[src/rtl/adder_pkg.sv]
// Shared definitions for the adder stage and its downstream result consumers.
package adder_pkg;

  localparam int unsigned OPERAND_W     = 8;
  localparam int unsigned SUM_W_DEFAULT = OPERAND_W + 1;

  localparam logic [0:0] ST_ACCUM = 1'b0;
  localparam logic [0:0] ST_HOLD  = 1'b1;

  typedef enum logic [0:0] {
    ACCUM = ST_ACCUM,
    HOLD  = ST_HOLD
  } state_t;

endpackage

[src/rtl/adder_result_accumulator_if.sv]
// Sample-in / batch-out handshake bundle for adder_result_accumulator.
interface adder_result_accumulator_if
  import adder_pkg::*;
#(
  parameter int unsigned SUM_W = SUM_W_DEFAULT,
  parameter int unsigned ACC_W = 16
);

  logic             inValid;
  logic             inReady;
  logic [SUM_W-1:0] sum;
  logic             clear;
  logic             outValid;
  logic             outReady;
  logic [ACC_W-1:0] total;
  logic [7:0]       count;
  logic [SUM_W-1:0] maxSum;
  logic             overflow;

  modport master (
    output inValid, sum, clear, outReady,
    input  inReady, outValid, total, count, maxSum, overflow
  );

  modport slave (
    input  inValid, sum, clear, outReady,
    output inReady, outValid, total, count, maxSum, overflow
  );

endinterface

[src/rtl/adder_result_accumulator_sum_max_tracker.sv]
// Registered running maximum of accepted samples; clr takes priority over en.
module sum_max_tracker #(
  parameter int unsigned W = 9
) (
  input  logic         clk,
  input  logic         rst_n,
  input  logic         clr,
  input  logic         en,
  input  logic [W-1:0] sample,
  output logic [W-1:0] max_q
);

  always_ff @(posedge clk or negedge rst_n) begin
    if (!rst_n) begin
      max_q <= '0;
    end else if (clr) begin
      max_q <= '0;
    end else if (en && (sample > max_q)) begin
      max_q <= sample;
    end
  end

endmodule

[src/rtl/adder_result_accumulator.sv]
// Batches adder sums into a wide total with count, max and sticky wrap flag.
module adder_result_accumulator
  import adder_pkg::*;
#(
  parameter int unsigned SUM_W    = SUM_W_DEFAULT,
  parameter int unsigned ACC_W    = 16,
  parameter int unsigned NSAMPLES = 5
) (
  input logic                        clk,
  input logic                        rst_n,
  adder_result_accumulator_if.slave  bus
);

  localparam logic [7:0] LAST_COUNT = 8'(NSAMPLES);

  state_t           state_q, state_d;
  logic [ACC_W-1:0] total_q;
  logic [7:0]       count_q;
  logic             overflow_q;
  logic [SUM_W-1:0] max_q;

  logic             accept;
  logic             restart;
  logic [ACC_W:0]   sum_ext;
  logic [ACC_W:0]   add_res;
  logic [7:0]       count_inc;

  // Ready is gated by rst_n so nothing is offered while the block is held in reset.
  assign bus.inReady = rst_n && (state_q == ACCUM);
  assign accept      = bus.inValid && bus.inReady;
  assign restart     = bus.clear || ((state_q == HOLD) && bus.outReady);

  assign sum_ext   = {{(ACC_W + 1 - SUM_W){1'b0}}, bus.sum};
  assign add_res   = {1'b0, total_q} + sum_ext;
  assign count_inc = count_q + 8'd1;

  always_comb begin
    state_d = state_q;
    if (restart) begin
      state_d = ACCUM;
    end else if (accept && (count_inc == LAST_COUNT)) begin
      state_d = HOLD;
    end
  end

  always_ff @(posedge clk or negedge rst_n) begin
    if (!rst_n) begin
      state_q    <= ACCUM;
      total_q    <= '0;
      count_q    <= '0;
      overflow_q <= 1'b0;
    end else begin
      state_q <= state_d;
      if (restart) begin
        total_q    <= '0;
        count_q    <= '0;
        overflow_q <= 1'b0;
      end else if (accept) begin
        total_q    <= add_res[ACC_W-1:0];
        count_q    <= count_inc;
        overflow_q <= overflow_q | add_res[ACC_W];
      end
    end
  end

  sum_max_tracker #(
    .W (SUM_W)
  ) u_max (
    .clk    (clk),
    .rst_n  (rst_n),
    .clr    (restart),
    .en     (accept),
    .sample (bus.sum),
    .max_q  (max_q)
  );

  assign bus.outValid = (state_q == HOLD);
  assign bus.total    = total_q;
  assign bus.count    = count_q;
  assign bus.maxSum   = max_q;
  assign bus.overflow = overflow_q;

endmodule
[src/flat_wrapper.sv]
// flat-port wrapper written by rule: the top's interface ports become plain ports
module adder_result_accumulator_flat import adder_pkg::*;
#(
  parameter int unsigned SUM_W    = SUM_W_DEFAULT,
  parameter int unsigned ACC_W    = 16,
  parameter int unsigned NSAMPLES = 5
)
  (clk, rst_n, bus_inValid, bus_sum, bus_clear, bus_outReady, bus_inReady, bus_outValid, bus_total, bus_count, bus_maxSum, bus_overflow);
  adder_result_accumulator_if #(.SUM_W(SUM_W), .ACC_W(ACC_W)) bus_i ();
  input logic clk;
  input logic rst_n;
  input wire logic [$bits(bus_i.inValid)-1:0] bus_inValid;
  input wire logic [$bits(bus_i.sum)-1:0] bus_sum;
  input wire logic [$bits(bus_i.clear)-1:0] bus_clear;
  input wire logic [$bits(bus_i.outReady)-1:0] bus_outReady;
  output wire logic [$bits(bus_i.inReady)-1:0] bus_inReady;
  output wire logic [$bits(bus_i.outValid)-1:0] bus_outValid;
  output wire logic [$bits(bus_i.total)-1:0] bus_total;
  output wire logic [$bits(bus_i.count)-1:0] bus_count;
  output wire logic [$bits(bus_i.maxSum)-1:0] bus_maxSum;
  output wire logic [$bits(bus_i.overflow)-1:0] bus_overflow;
  assign bus_i.inValid = bus_inValid;
  assign bus_i.sum = bus_sum;
  assign bus_i.clear = bus_clear;
  assign bus_i.outReady = bus_outReady;
  assign bus_inReady = bus_i.inReady;
  assign bus_outValid = bus_i.outValid;
  assign bus_total = bus_i.total;
  assign bus_count = bus_i.count;
  assign bus_maxSum = bus_i.maxSum;
  assign bus_overflow = bus_i.overflow;
  adder_result_accumulator #(.SUM_W(SUM_W), .ACC_W(ACC_W), .NSAMPLES(NSAMPLES)) u_core (.clk(clk), .rst_n(rst_n), .bus(bus_i));
endmodule
[config.mk]
export PLATFORM = sky130hd
export DESIGN_NAME = adder_result_accumulator_flat
export DESIGN_NICKNAME = d
export VERILOG_FILES = /design/src/rtl/adder_pkg.sv /design/src/rtl/adder_result_accumulator_if.sv /design/src/rtl/adder_result_accumulator_sum_max_tracker.sv /design/src/rtl/adder_result_accumulator.sv /design/src/flat_wrapper.sv
export SDC_FILE = /design/constraint.sdc
export NUM_CORES = 1
export LEC_CHECK = 0
export CORE_AREA = 2 2 83 85
export DETAILED_ROUTE_END_ITERATION = 16
export DIE_AREA = 0 0 85 87
export GPL_ROUTABILITY_DRIVEN = 1
export HOLD_SLACK_MARGIN = 0.15
export PLACE_DENSITY = 0.56
export SLEW_MARGIN = 20
export SYNTH_ARGS = -nofsm -noshare
export SYNTH_HDL_FRONTEND = slang
export SYNTH_SLANG_ARGS = --single-unit
[constraint.sdc]
create_clock -name clk -period 3.85 [get_ports clk]
set_clock_uncertainty 0.1 [all_clocks]
set_input_delay 0.385 -clock clk [delete_from_list [all_inputs] [get_ports clk]]
set_output_delay 0.385 -clock clk [all_outputs]
set_load 0.01 [all_outputs]
== Yosys cells after proc, flatten, opt, wreduce, memory -nomap -nowiden ==
Index checks and enable logic that the tools add are counted.

* Bits in registers: 35
* Bits in latches: 0
* RAM bits: 0
* Memory bits (read-only): 0
* Bits of input ports: 14
* Logic and storage cells: 30
* Memories: 0

* Add/subtract/negate cells: 2
* Multipliers: 0
* Divide/modulo/power cells: 0
* $lt $le $gt $ge: 1
* Equal/unequal tests: 1
* Shifts and indexed selects: 0
* Muxes and demuxes: 10
* Bitwise gates (word level): 2
* Reductions and logical operators: 9

{| class="wikitable"
|+ Operators by type and width
! cell !! count
|-
| 2-to-1 mux 16 bit || 2
|-
| 2-to-1 mux 9 bit || 2
|-
| adder 16 x 9 -> 17 bit || 1
|-
| 2-to-1 mux 8 bit || 2
|-
| > comparator 9 bit || 1
|-
| adder 8 x 1 -> 8 bit (second input constant) || 1
|-
| equality test 8 x 3 -> 1 bit (second input constant) || 1
|-
| nonzero test 2 bit || 3
|-
| logical AND 1 bit || 5
|-
| 2-to-1 mux 1 bit || 4
|-
| logical OR 1 bit || 1
|-
| inverter 1 bit || 1
|-
| bitwise OR 1 bit || 1
|}

== Longest topological paths before layout ==
Gate-level depths: netlist of the first run.

* Depth after elaboration: 6
* Gate-level depth with buffers: 9

== By module ==
From an unflattened synthesis of the first run, not the netlist that was laid out.

* Cells, all modules: 262
* Area total of the unflattened synthesis: 2424.8 um2

{| class="wikitable"
|+ Modules (own cells, without submodules)
! module !! times used !! cells an instance !! area each (um2) !! sequential area each (um2)
|-
| adder_result_accumulator || 1 || 192 || 1740.4 || 650.6
|-
| sum_max_tracker || 1 || 70 || 684.4 || 225.2
|}

== Worst setup path before layout of the first run ==
No wires, ideal clock.

* Path type: register -> register
* Start point: reg u_core.total_q[0], in the netlist u_core.bus.total[0]
* End point: reg u_core.total_q[14], in the netlist u_core.bus.total[14]
* Library setup time: 0.132 ns
* Arrival time: 1.928 ns
* Data required time: 3.618 ns
* Setup slack: 1.690 ns
* Stages on the path, launching flop included: 10
* Buffers on the path: 0
* Clock period less this slack: 2.160 ns
* Cell sequence: dfrtp_1 -> ha_1 -> inv_1 -> fa_1 -> nand2b_1 -> a21oi_1 -> o21ai_1 -> nor4b_2 -> xnor2_1 -> nor2_1

* Word-level cells in the longest chain between the ends: 3

{| class="wikitable"
|+ RTL lines
! element !! line !! text
|-
| start: declaration || adder_result_accumulator.sv:17 || <nowiki>logic [ACC_W-1:0] total_q;</nowiki>
|-
| start signal: assignment || adder_result_accumulator.sv:59 || <nowiki>total_q <= add_res[ACC_W-1:0];</nowiki>
|-
| adder 16 x 9 -> 17 bit || adder_result_accumulator.sv:34 || <nowiki>assign add_res = {1'b0, total_q} + sum_ext;</nowiki>
|-
| 2-to-1 mux 16 bit || adder_result_accumulator.sv:58 || <nowiki>end else if (accept) begin</nowiki>
|-
| 2-to-1 mux 16 bit || adder_result_accumulator.sv:54 || <nowiki>if (restart) begin</nowiki>
|}

Every way passes these cells. The select of a mux whose other input is x is not followed.
A chain may end at the register's enable or synchronous reset.

== Worst setup path in the final report of the first run ==
* Start point: in rst_n
* End point: reg u_core.u_max.max_q[3]

* Word-level cells in the longest chain between the ends: 4

{| class="wikitable"
|+ RTL lines
! element !! line !! text
|-
| start: declaration || flat_wrapper.sv:11 || <nowiki>input logic rst_n;</nowiki>
|-
| logical AND 1 bit || adder_result_accumulator.sv:29 || <nowiki>assign bus.inReady = rst_n && (state_q == ACCUM);</nowiki>
|-
| logical AND 1 bit || adder_result_accumulator.sv:30 || <nowiki>assign accept = bus.inValid && bus.inReady;</nowiki>
|-
| logical AND 1 bit || adder_result_accumulator_sum_max_tracker.sv:18 || <nowiki>end else if (en && (sample > max_q)) begin</nowiki>
|-
| nonzero test 2 bit (no source line) || -- ||
|-
| end signal: assignment || adder_result_accumulator_sum_max_tracker.sv:19 || <nowiki>max_q <= sample;</nowiki>
|-
| end: declaration || adder_result_accumulator_sum_max_tracker.sv:10 || <nowiki>output logic [W-1:0] max_q</nowiki>
|}

Every way passes these cells.

==> results of run 1 <==
[Yosys cell counts (all sizes together)]
cell | count | area, sq um
dfrtp | 35 | 876
nand2 | 28 | 105
a21oi | 23 | 119
nor2 | 22 | 82.6
ha | 20 | 250
nand3 | 17 | 85.1
inv | 15 | 56.3
o31ai | 11 | 82.6
o21ai | 9 | 45.0
xnor2 | 9 | 78.8
xor2 | 6 | 52.6
clkbuf | 5 | 18.8
nor2b | 5 | 33.8
a21o | 4 | 30.0
buf | 4 | 23.8
a211oi | 3 | 35.0
a31oi | 3 | 33.8
and3 | 3 | 18.8
nand2b | 3 | 18.8
nand4 | 3 | 18.8
nor3 | 3 | 15.0
or3 | 3 | 22.5
a2111oi | 1 | 15.0
a22o | 1 | 8.76
a311o | 1 | 11.3
and3b | 1 | 8.76
and4b | 1 | 10.0
fa | 1 | 20.0
mux2i | 1 | 10.0
nand3b | 1 | 7.51
nor4 | 1 | 6.26
nor4b | 1 | 15.0
o211ai | 1 | 7.51
o22ai | 1 | 6.26
or4 | 1 | 7.51
[worst paths after layout]
check	depth (start not counted)	to	start	slack (ns)
max	7	u_core.u_max.max_q[3]	rst_n	1.19
min	2	u_core.bus.overflow	u_core.bus.overflow	0.41
max reg2reg	9	u_core.bus.total[14]	u_core.bus.total[0]	1.59
min reg2reg	2	u_core.bus.overflow	u_core.bus.overflow	0.41
max in group asynchronous	3	u_core.u_max.max_q[0]	rst_n	2.55
min in group asynchronous	2	u_core.bus.total[8]	rst_n	0.47
[logic make-up after synthesis]
logic type / share of synthesized area [%]
compound gates: 17.6
xor+xnor: 5.88
fa+ha+maj: 12.1
buf+inv: 4.42
flops: 39.2
mux: 0.448
simple gates: 20.4
[layer usage]
layer	up-vias	GRT usage, %	wire length [um]
li1	979	-	-
met1	894	21.1	2590
met2	22	26.3	2500
met3	7	3.03	142
met4	0	4.76	72
met5	-	0	0
[worst min-delay path, stage by stage (launching register included)]
cell and delay (ns):
dfrtp_1 0.35, a31oi_1 0.04, nor2_1 0.08
[state kept, by name, indices dropped and copies added, names as in the netlist]
| name | count |
|---|---|
| u_core.bus.total | 16 |
| u_core.bus.outValid | 1 |
| u_core.u_max.max_q | 9 |
| u_core.bus.count | 8 |
| u_core.bus.overflow | 1 |
[area by class of cell]
type                            instances  area share [%]
Tap cell                               80            3.43
Clock buffer                            6            2.49
Inverter                               15            1.93
Timing Repair Buffer                   53            17.8
Multi-Input combinational cell        188            43.4
Clock inverter                          1            1.03
Sequential cell                        35            30.0
[through the flow]
stage	setup WS [ns]	cells	util, %	hold WS (ns)	cell area [sq um]
final	1.19	378	44.4	0.410	2920
after global routing	0.929	378	44.4	0.445	2920
after CTS	1.13	378	44.4	0.416	2910
after detailed placement	1.01	370	42.6	0.264	2800
after global placement	1.07	370	42.6	0.271	2800
after floorplan	1.69	247	-	-0.0106	2240
[power by group through the flow]
stage               clock (mW)  combinational [mW]  sequential [mW]
finish                   0.324               0.191            0.391
detailed placement           0               0.192            0.399
global placement             0               0.190            0.398
global route             0.344               0.218            0.393
CTS                      0.332               0.194            0.392
floorplan                    0               0.111            0.403
==> results_dict.tcl, run 1 <==
set metrics [dict create \
    path_clk_slew_ns 0.07 \
    drtIter0Drc 84 \
    switching_share_pct 27.5 \
    slew_violations 0 \
    period_minus_slack_ns 2.66 \
    max_freq_mhz 376 \
    setup_viol 0 \
    layout_common_cells "clkdlybuf4s50_1 (48), dfrtp_1 (35), nand2_1 (28)" \
    cts_hold_buf 1 \
    multi_input_area_sq_um 1260 \
    finalCritPeriodShare_pct 69.1 \
    ir_drop_mv 0.186 \
    drive_above_1_share_pct 7.05 \
    die_x_um 85 \
    cts.path.max_buffers 2 \
    postSynthCellCount 247 \
    syn_nets 282 \
    syn_to_final_growth_pct 30.5 \
    critPathBufInv 2 \
    crit_fanout 20 \
    seqPwrFrac_pct 43.2 \
    outcome "complete, no violations" \
    grtUsageTotal_pct 15.9 \
    syn_area_sq_um 2240 \
    worstSetupPathType "primary input to flip-flop" \
    maxCapViolCount 0 \
    worstHoldPathType "flip-flop to flip-flop" \
    vias 1902 \
    avgSynthCellArea_sq_um 9.05 \
    pwr-share-clk_pct 35.7 \
    vias_per_cell 5.03 \
    hold_viol 0 \
    nFillCells 668 \
    rsz0062_at_grt "no" \
    clockRootBuffer "clkbuf_8" \
    gp_congestion 0.777 \
    initial_core_util_pct 34.0 \
    cts_tree "done" \
    die_y_um 87 \
    crit_path_max_incr_delay_ns 0.58 \
    p_switching_mw 0.250 \
    grt_pass1_wl_um 9380 \
    crit_path_end_kind "flip-flop" \
    p_total_mw 0.906 \
    portBuffers 49 \
    grt_remaining_overflow 0 \
    yosysUniqueCellTypes 42 \
    start_kind "primary input" \
    nets 333 \
    tightest_slew_ns 0.691 \
    seq_area_sq_um 876 \
    routed_wirelength_um 5310 \
    cts_made_buffers 5 \
    drc 0 \
    io_pins 50 \
    ys.warnings.count 0 \
    clock_latency_ns 0.29 \
    relSlewSlack_pct 53.8 \
    ys_ff_latch 35 \
    grt_max_degree 21 \
    ys_seq_area_share_pct 39.2 \
    num_rows 30 \
    combPwrFrac_pct 21.1 \
    clkSinkCount 35 \
    layout_commonest_cell "clkdlybuf4s50_1" \
    dieArea_sq_um 7400 \
    antenna_left 0 \
    p_int_mw 0.657 \
    grt_pass1_vias 1943 \
    crit_path_cell_trace "dlygate4sd3_1, buf_2, and3b_1, o31ai_1, a211oi_4, nand3_1, o31ai_1" \
    first_pass_iters 4 \
    wl_per_cell_um 14.1 \
    cp.required_ns 3.94 \
    cpMostUsedCell "o31ai_1" \
    final.setup.tns_ns 0 \
    cp_slowest_cell "a211oi_4" \
    post_cts_buffers 0 \
    diodes 0 \
    critPathTopFamily "buffers and inverters" \
    antenna_found_initial 0 \
    core_area_sq_um 6570 \
    leakagePower_nw 1.22 \
    arrival_ns 2.75 \
    hpwl_um 3970 \
    h-tree-depth 2 \
    ctsResizeCount 0 \
    powerDensity_nw_per_um2 311 \
]
No activity file was read; power rests on OpenSTA's default activity.
==> run 2, diff against run 1 <==
- clock period: 3.85 -> 2.63 ns (I/O delays scaled with it)
==> run 2 against run 1 <==
- cell area rose by 1.3%
- highest routed layer unchanged
- total power grew 44%
- sequential cell count stayed put
- routed wire length increased by 2.6%
- non-clock buffer count increased by 6
- combinational power rose by 51%
==> results_dict.tcl, run 2 (synthesized netlist as in run 1, its figures left out) <==
set metrics [dict create \
    outcome "complete, no violations" \
    largest_reg_flops 16 \
    antenna_found_initial 0 \
    crit_path_cell_trace "clkdlybuf4s50_1, ha_1, inv_1, fa_1, nand2b_1, a21oi_1, o21ai_1, nor4b_2, xnor2_1, nor2_1" \
    portBuffers 49 \
    nets 339 \
    finalCritPeriodShare_pct 90.2 \
    reg2regPathDepth 9 \
    cp.required_ns 2.72 \
    route.met3.wl_um 161 \
    tightest_slew_ns 0.696 \
    hpwl_um 4060 \
    met1Wirelength_um 2520 \
    maxCapViolCount 0 \
    ir_drop_mv 0.164 \
    dieArea_sq_um 7400 \
    powerDensity_nw_per_um2 441 \
    rsz0062_at_grt "no" \
    h-tree-depth 2 \
    r2r_end "u_core.bus.total[14]" \
    crit_path_max_incr_delay_ns 0.49 \
    leakagePower_nw 1.25 \
    worstHoldPathType "primary input to async pin" \
    first_pass_iters 4 \
    crit_path_end_kind "flip-flop" \
    grt_remaining_overflow 0 \
    combPwrFrac_pct 22.1 \
    vias_per_cell 5.04 \
    post_cts_buffers 0 \
    clkSinkCount 35 \
    diodes 0 \
    max_freq_mhz 421 \
    vias 1940 \
    cts_tree "done" \
    drive_above_1_share_pct 8.85 \
    clock_latency_ns 0.29 \
    critPathBufInv 2 \
    switching_share_pct 28.8 \
    setup_viol 0 \
    num_rows 30 \
    top_layer_used "met4" \
    routed_wirelength_um 5450 \
    drtIter0Drc 108 \
    p_switching_mw 0.376 \
    hold_viol 0 \
    final.setup.tns_ns 0 \
    clockRootBuffer "clkbuf_8" \
    regToRegSetupSlack_ns 0.34 \
    cp_slowest_cell "clkdlybuf4s50_1" \
    nFillCells 631 \
    pwr-share-clk_pct 33.9 \
    drc 0 \
    cts_hold_buf 1 \
    antenna_left 0 \
    die_y_um 87 \
    crit_fanout 4 \
    wl_met2_um 2690 \
    p_int_mw 0.928 \
    layout_common_cells "clkdlybuf4s50_1 (48), dfrtp_1 (35), nand2_1 (28)" \
    cts.path.max_buffers 2 \
    arrival_ns 2.46 \
    cp-startpoint "bus_sum[0]" \
    worstSetupPathType "primary input to flip-flop" \
    wl_per_cell_um 14.2 \
    slew_violations 0 \
    grt_max_degree 24 \
    fin_util_pct 45.0 \
    seqPwrFrac_pct 43.9 \
    gp_congestion 0.791 \
    r2r-start "u_core.bus.total[0]" \
    grtUsageTotal_pct 15.8 \
    critPathTopFamily "buffers and inverters" \
    grt_pass1_wl_um 9230 \
    core_area_sq_um 6570 \
    path_clk_slew_ns 0.07 \
    start_kind "primary input" \
    initial_core_util_pct 34.0 \
    cts_made_buffers 5 \
    syn_to_final_growth_pct 32.2 \
    period_minus_slack_ns 2.37 \
    relSlewSlack_pct 53.4 \
    layout_commonest_cell "clkdlybuf4s50_1" \
    grt_pass1_vias 1934 \
    io_pins 50 \
    ctsResizeCount 0 \
    die_x_um 85 \
]
==> run 2: cell count changes in the layout (fill, tap and decap cells not counted), sizes merged <==
cell	delta
buf	+6
bufinv	-1
clkbuf	+2
==> run 2: area by class of cell <==
type,count,area (sq um),area share (%)
timing repair buffer,59,563,19.0
tap,80,100,3.39
clock buffer,8,100,3.39
inverter,15,56.3,1.90
sequential,35,876,29.6
multi-input combinational,188,1260,42.7
==> run 2: worst max path at each step <==
stage	end	cells past startpoint
6_report	u_core.bus.total[14]	10
5_1_grt	u_core.bus.total[14]	10
3_5_place_dp	u_core.bus.total[14]	10
3_3_place_gp	u_core.bus.total[14]	10
4_1_cts	u_core.bus.total[14]	10
2_1_floorplan	u_core.bus.total[14]	9
==> run 2: per-stage QoR <==
step                      hold slack, ns  worst slack (ns)  instances  area, sq um  power, mW
after floorplan                   -0.133             0.470        247         2240      0.752
after global routing               0.330            0.0967        385         2960       1.37
after CTS                          0.308             0.268        385         2960       1.32
after detailed placement          0.0828           -0.0502        376         2850      0.872
final                              0.300             0.257        385         2960       1.30
after global placement            0.0891            0.0252        376         2850      0.870
==> run 2: power by group through the flow <==
stage / logic (mW) / clock network, mW / registers, mW
finish: 0.289 / 0.443 / 0.573
global route: 0.325 / 0.473 / 0.575
CTS: 0.292 / 0.455 / 0.573
detailed placement: 0.289 / 0 / 0.583
global placement: 0.286 / 0 / 0.583
floorplan: 0.163 / 0 / 0.589
==> run 2: layer usage <==
layer | vias to the layer above | track usage (%)
met5 | - | 0
met3 | 8 | 2.46
met2 | 30 | 26.3
met4 | 0 | 6.64
met1 | 917 | 20.4
li1 | 985 | -
==> run 3, diff against run 2 <==
- CORE_AREA: 2 2 83 85 -> 2 2 98 100
- DIE_AREA: 0 0 85 87 -> 0 0 100 102
- PLACE_DENSITY: 0.56 -> 0.43
==> run 3 against run 2 <==
- critical path depth did not move
- utilization fell by 12 points
- final cell count rose by 8.3%
- routed wire length rose by 6.5%
- sequential power barely moved
- non-clock buffer count rose by 1
- sequential share of layout area fell by 0.38 points
- cell area rose by 1.3%
- hold slack improved by 0.079 ns
- combinational power barely moved
- first-iteration DRC count fell by 45%
- clock-buffer cell count fell by 3
- critical path type unchanged
==> results_dict.tcl, run 3 (synthesized netlist as in run 1, its figures left out) <==
set metrics [dict create \
    initial_core_util_pct 24.5 \
    worstSetupPathType "primary input to flip-flop" \
    final.setup.tns_ns 0 \
    leakagePower_nw 1.24 \
    finish.instance_area_sq_um 3000 \
    drtIter0Drc 59 \
    routed_wirelength_um 5810 \
    die_x_um 100 \
    h-tree-depth 2 \
    crit_path_end_kind "flip-flop" \
    dieArea_sq_um 10200 \
    start_kind "primary input" \
    relSlewSlack_pct 54.4 \
    max_freq_mhz 414 \
    clock_latency_ns 0.29 \
    grtUsageTotal_pct 12.3 \
    ir_drop_mv 0.170 \
    layout_commonest_cell "clkdlybuf4s50_1" \
    cp-startpoint "bus_sum[0]" \
    regToRegSetupSlack_ns 0.37 \
    portBuffers 49 \
    cts_tree "done" \
    layout_common_cells "clkdlybuf4s50_1 (48), dfrtp_1 (35), nand2_1 (28)" \
    nFillCells 968 \
    grt_max_degree 22 \
    worstHoldPathType "primary input to async pin" \
    largest_reg_flops 16 \
    vias_per_cell 4.58 \
    slew_violations 0 \
    hpwl_um 4450 \
    post_cts_buffers 0 \
    drive_above_1_share_pct 9.80 \
    finalNonFillerCells 417 \
    grtUsageMet3_pct 2.39 \
    tightest_slew_ns 0.682 \
    r2r_end "u_core.bus.total[14]" \
    hold_viol 0 \
    crit_fanout 4 \
    p_total_mw 1.27 \
    clkSinkCount 35 \
    dpl_cell_area_sq_um 2890 \
    core_area_sq_um 9110 \
    syn_to_final_growth_pct 34.0 \
    cts_made_buffers 5 \
    antenna_found_initial 0 \
    grt_pass1_wl_um 9970 \
    outcome "complete, no violations" \
    antenna_left 0 \
    powerDensity_nw_per_um2 423 \
    maxCapViolCount 0 \
    die_y_um 102 \
    finalCritPeriodShare_pct 91.9 \
    diodes 0 \
    nets 340 \
    setup_viol 0 \
    vias 1911 \
    grt_remaining_overflow 0 \
    gp_congestion 0.780 \
    num_rows 35 \
    place_inst 408 \
    r2r-start "u_core.bus.total[0]" \
    grt_pass1_vias 1982 \
    wl_per_cell_um 13.9 \
    first_pass_iters 4 \
    clockRootBuffer "clkbuf_8" \
    io_pins 50 \
    cp.required_ns 2.70 \
    arrival_ns 2.49 \
    met1_usage_pct 16.0 \
    drc 0 \
    cts.path.max_buffers 2 \
    reg2regPathDepth 9 \
    met2_usage_pct 20.6 \
    path_clk_slew_ns 0.08 \
    period_minus_slack_ns 2.42 \
    top_usage_layer "met2" \
]
run 3: critical path, cell delays in order:
cell and delay, ns:
clkdlybuf4s50_1 0.54, ha_1 0.19, inv_1 0.06, fa_1 0.38
nand2b_1 0.17, a21oi_1 0.22, o21ai_2 0.14, nor4b_2 0.31
xnor2_1 0.16, nor2_1 0.06
run 3: repair_timing:
action,CTS,global route
endpoints found under the hold margin,35,0
endpoints found under the setup margin,0,1
hold buffers,1,0
gates resized for setup,0,1
run 3: through the flow:
stage / setup slack [ns] / util [%] / hold slack [ns]
detailed placement: -0.0992 / 31.8 / 0.166
CTS: 0.188 / 32.8 / 0.385
global route: -0.00707 / 32.9 / 0.404
global placement: -0.0296 / 31.8 / 0.163
floorplan: 0.470 / - / -0.133
finish: 0.213 / 32.9 / 0.378
run 3: final cells by class:
class                      count  area [sq um]  share of cell area [%]
multi-input combinational    188          1260                    42.2
sequential                    35           876                    29.2
timing repair buffer          60           571                    19.0
tap                          111           139                    4.64
clock buffer                   5          68.8                    2.30
inverter                      15          56.3                    1.88
clock inverter                 3          20.0                   0.668
run 3: where the power goes:
group / switching, mW / internal, mW / total [mW]
combinational: 0.158 / 0.134 / 0.292
clock: 0.218 / 0.185 / 0.402
sequential: 0.0165 / 0.556 / 0.573
total: 0.392 / 0.874 / 1.27
run 3: how the worst max path moves through the flow:
stage	endpoint	slack [ns]	cells past startpoint
after floorplan	u_core.bus.total[14]	0.47	9
after global placement	u_core.bus.total[14]	-0.03	10
after detailed placement	u_core.bus.total[14]	-0.1	10
after CTS	u_core.bus.total[14]	0.19	10
after global routing	u_core.bus.total[14]	-0.007	10
final	u_core.bus.total[14]	0.21	10
run 3: per-layer routing:
metal  part of all wire, %  up-vias
met5                     0        -
met4                   1.7        0
met3                   2.8        6
met2                    48       30
met1                    47      885
li1                      -      990
==> patch: new RTL, settings of run 3 <==
`ACC_W` is set to 16 in 3 places; all go to 32.
--- a/src/rtl/adder_result_accumulator_if.sv
+++ b/src/rtl/adder_result_accumulator_if.sv
@@ -5,3 +5,3 @@
   parameter int unsigned SUM_W = SUM_W_DEFAULT,
-  parameter int unsigned ACC_W = 16
+  parameter int unsigned ACC_W = 32
 );
--- a/src/rtl/adder_result_accumulator.sv
+++ b/src/rtl/adder_result_accumulator.sv
@@ -5,3 +5,3 @@
   parameter int unsigned SUM_W    = SUM_W_DEFAULT,
-  parameter int unsigned ACC_W    = 16,
+  parameter int unsigned ACC_W    = 32,
   parameter int unsigned NSAMPLES = 5
--- a/src/flat_wrapper.sv
+++ b/src/flat_wrapper.sv
@@ -4,3 +4,3 @@
   parameter int unsigned SUM_W    = SUM_W_DEFAULT,
-  parameter int unsigned ACC_W    = 16,
+  parameter int unsigned ACC_W    = 32,
   parameter int unsigned NSAMPLES = 5
Interface: changed (resized bus_total); port bits go from 50 to 66. No check against the original RTL was run, so the function may have changed too.
==> patch against run 3 <==
Cell count increased by 28%; die area unchanged; sequential cell count increased by 16; non-clock buffer count increased by 41; clock power increased by 13%; synthesized cell count increased by 32%; worst hold slack improved by 0.0026 ns; critical path type unchanged; largest cell class unchanged; worst setup slack got worse by 0.10 ns; area after synthesis increased by 37%; final area increased by 40%; wire length increased by 43%; power increased by 27%.
==> patch: results (changes against run 3) <==
- Outcome: finished clean (unchanged).
- The count of buffers from port buffering is 65 (was 49).
- The net count of the mapped netlist is 361 (was 282).
- The worst slack at placement is -0.3313 ns (was -0.09923 ns).
- The global-route wire length before repair is 13.46 mm (was 9.970 mm).
- The portion of the post-synthesis area used by sequential elements is 41.79% (was 39.17%).
- The share of post-route cells with drive strength above 1 was 13.95% (was 9.804%).
- The area after detailed placement came to 4030 um^2 (was 2893 um^2).
- The clock transition at the registers of the reported paths is 0.10 ns (was 0.08 ns).
- The peak supply drop came to 0.1780 mV (was 0.1700 mV).
- The number of cells in the design after placement is 523 (was 408).
- The number of cells traversed by the worst register-to-register path is 11 (was 9).
- The overall global routing resource usage is 16.70% (was 12.30%).
- The hold slack was 0.3811 ns (was 0.3785 ns).
- Cells taking the most area after synthesis: sky130_fd_sc_hd__dfrtp_1 42%, sky130_fd_sc_hd__ha_1 8.2%, sky130_fd_sc_hd__a21oi_1 4.8% (was sky130_fd_sc_hd__dfrtp_1 39%, sky130_fd_sc_hd__ha_1 11%, sky130_fd_sc_hd__a21oi_1 4.9%).
- The routed wirelength normalized by instance count came to 15.51 um (was 13.92 um).
- The static leakage power is 0.001741 uW (was 0.001244 uW).
- The final layout net count is 457 (was 340).
- The via count of the first global-routing pass was 2624 (was 1982).
- The worst slew slack as a fraction of its limit is 38.54% (was 54.41%).
- The number of cells in the finished layout apart from fillers is 534 (was 417).
- The delay of the slowest cell on the worst path came to 0.49 ns (was 0.54 ns).
- Top post-synthesis cells by count: 51 x sky130_fd_sc_hd__dfrtp_1, 36 x sky130_fd_sc_hd__nand2_1, 29 x sky130_fd_sc_hd__a21oi_1 (was 35 x sky130_fd_sc_hd__dfrtp_1, 28 x sky130_fd_sc_hd__nand2_1, 22 x sky130_fd_sc_hd__a21oi_1, 22 x sky130_fd_sc_hd__nor2_1, 20 x sky130_fd_sc_hd__ha_1).
- The final HPWL from detailed placement came to 5.920 mm (was 4.451 mm).
- The post-synthesis cell count is 326 (was 247).
- The flip-flop count of the largest register after layout is 32 (was 16).
- The maximum number of pins on one net before global-route repair is 45 (was 22).
- The switching power share of the total is 28.55% (was 30.96%).
- The endpoint of the most critical setup path is u_core.bus.total[30]$_DFFE_PN0P_ (was u_core.bus.total[14]$_DFFE_PN0P_).
- The data arrival time of the critical path was 2.66 ns (was 2.49 ns).
-- patch: cell types whose count changed after synthesis, sizes merged, moves of 4 or more --
cell and change:
a21oi +6, o2111ai +6, and4 +4, nor2 +4, o21ai +9, or3 +10, nand3 -7, a22o +8
o21a +6, o31ai -7, xor2 +9, dfrtp +16, nand2 +8, nand4 +4
-- patch: logic make-up after synthesis --
family	count (synthesis)	synth area share (%)
AO/OA/AOI/OAI	90	19.95
adder cells (fa/ha/maj)	21	8.849
buffers and inverters	27	4.096
XOR/XNOR	21	6.022
flip-flops	51	41.79
AND/OR/NAND/NOR	116	19.30
-- patch: cell type report --
| class | count | area (um^2) | area share [%] |
|---|---|---|---|
| timing repair buffer | 101 | 934.6 | 22.34 |
| sequential | 51 | 1276 | 30.50 |
| clock inverter | 3 | 15.01 | 0.3589 |
| inverter | 15 | 56.30 | 1.346 |
| tap | 111 | 138.9 | 3.319 |
| multi-input combinational | 248 | 1694 | 40.49 |
| clock buffer | 5 | 68.82 | 1.645 |
-- patch: per-layer routing --
layer | up-vias | global-route usage [%] | share of wire (%)
met5 | - | 0 | 0
met3 | 7 | 2.804 | 3.6
met1 | 1271 | 22.06 | 48
li1 | 1371 | - | -
met2 | 47 | 28.33 | 47
met4 | 0 | 4.953 | 1.7
-- patch: timing repair --
action	in CTS	in global routing
pin swaps	1	1
hold buffers	1	0
endpoints found under the hold margin	51	0
endpoints found under the setup margin	1	11
gates resized for setup	1	8
buffers inserted	1	1
-- patch: power by group through the flow --
stage	clock, uW	combinational, uW	sequential, uW
after global placement	0	325	835
after floorplan	0	151	841
after global routing	511	371	823
after CTS	485	329	820
after detailed placement	0	324	835
final	455	332	820
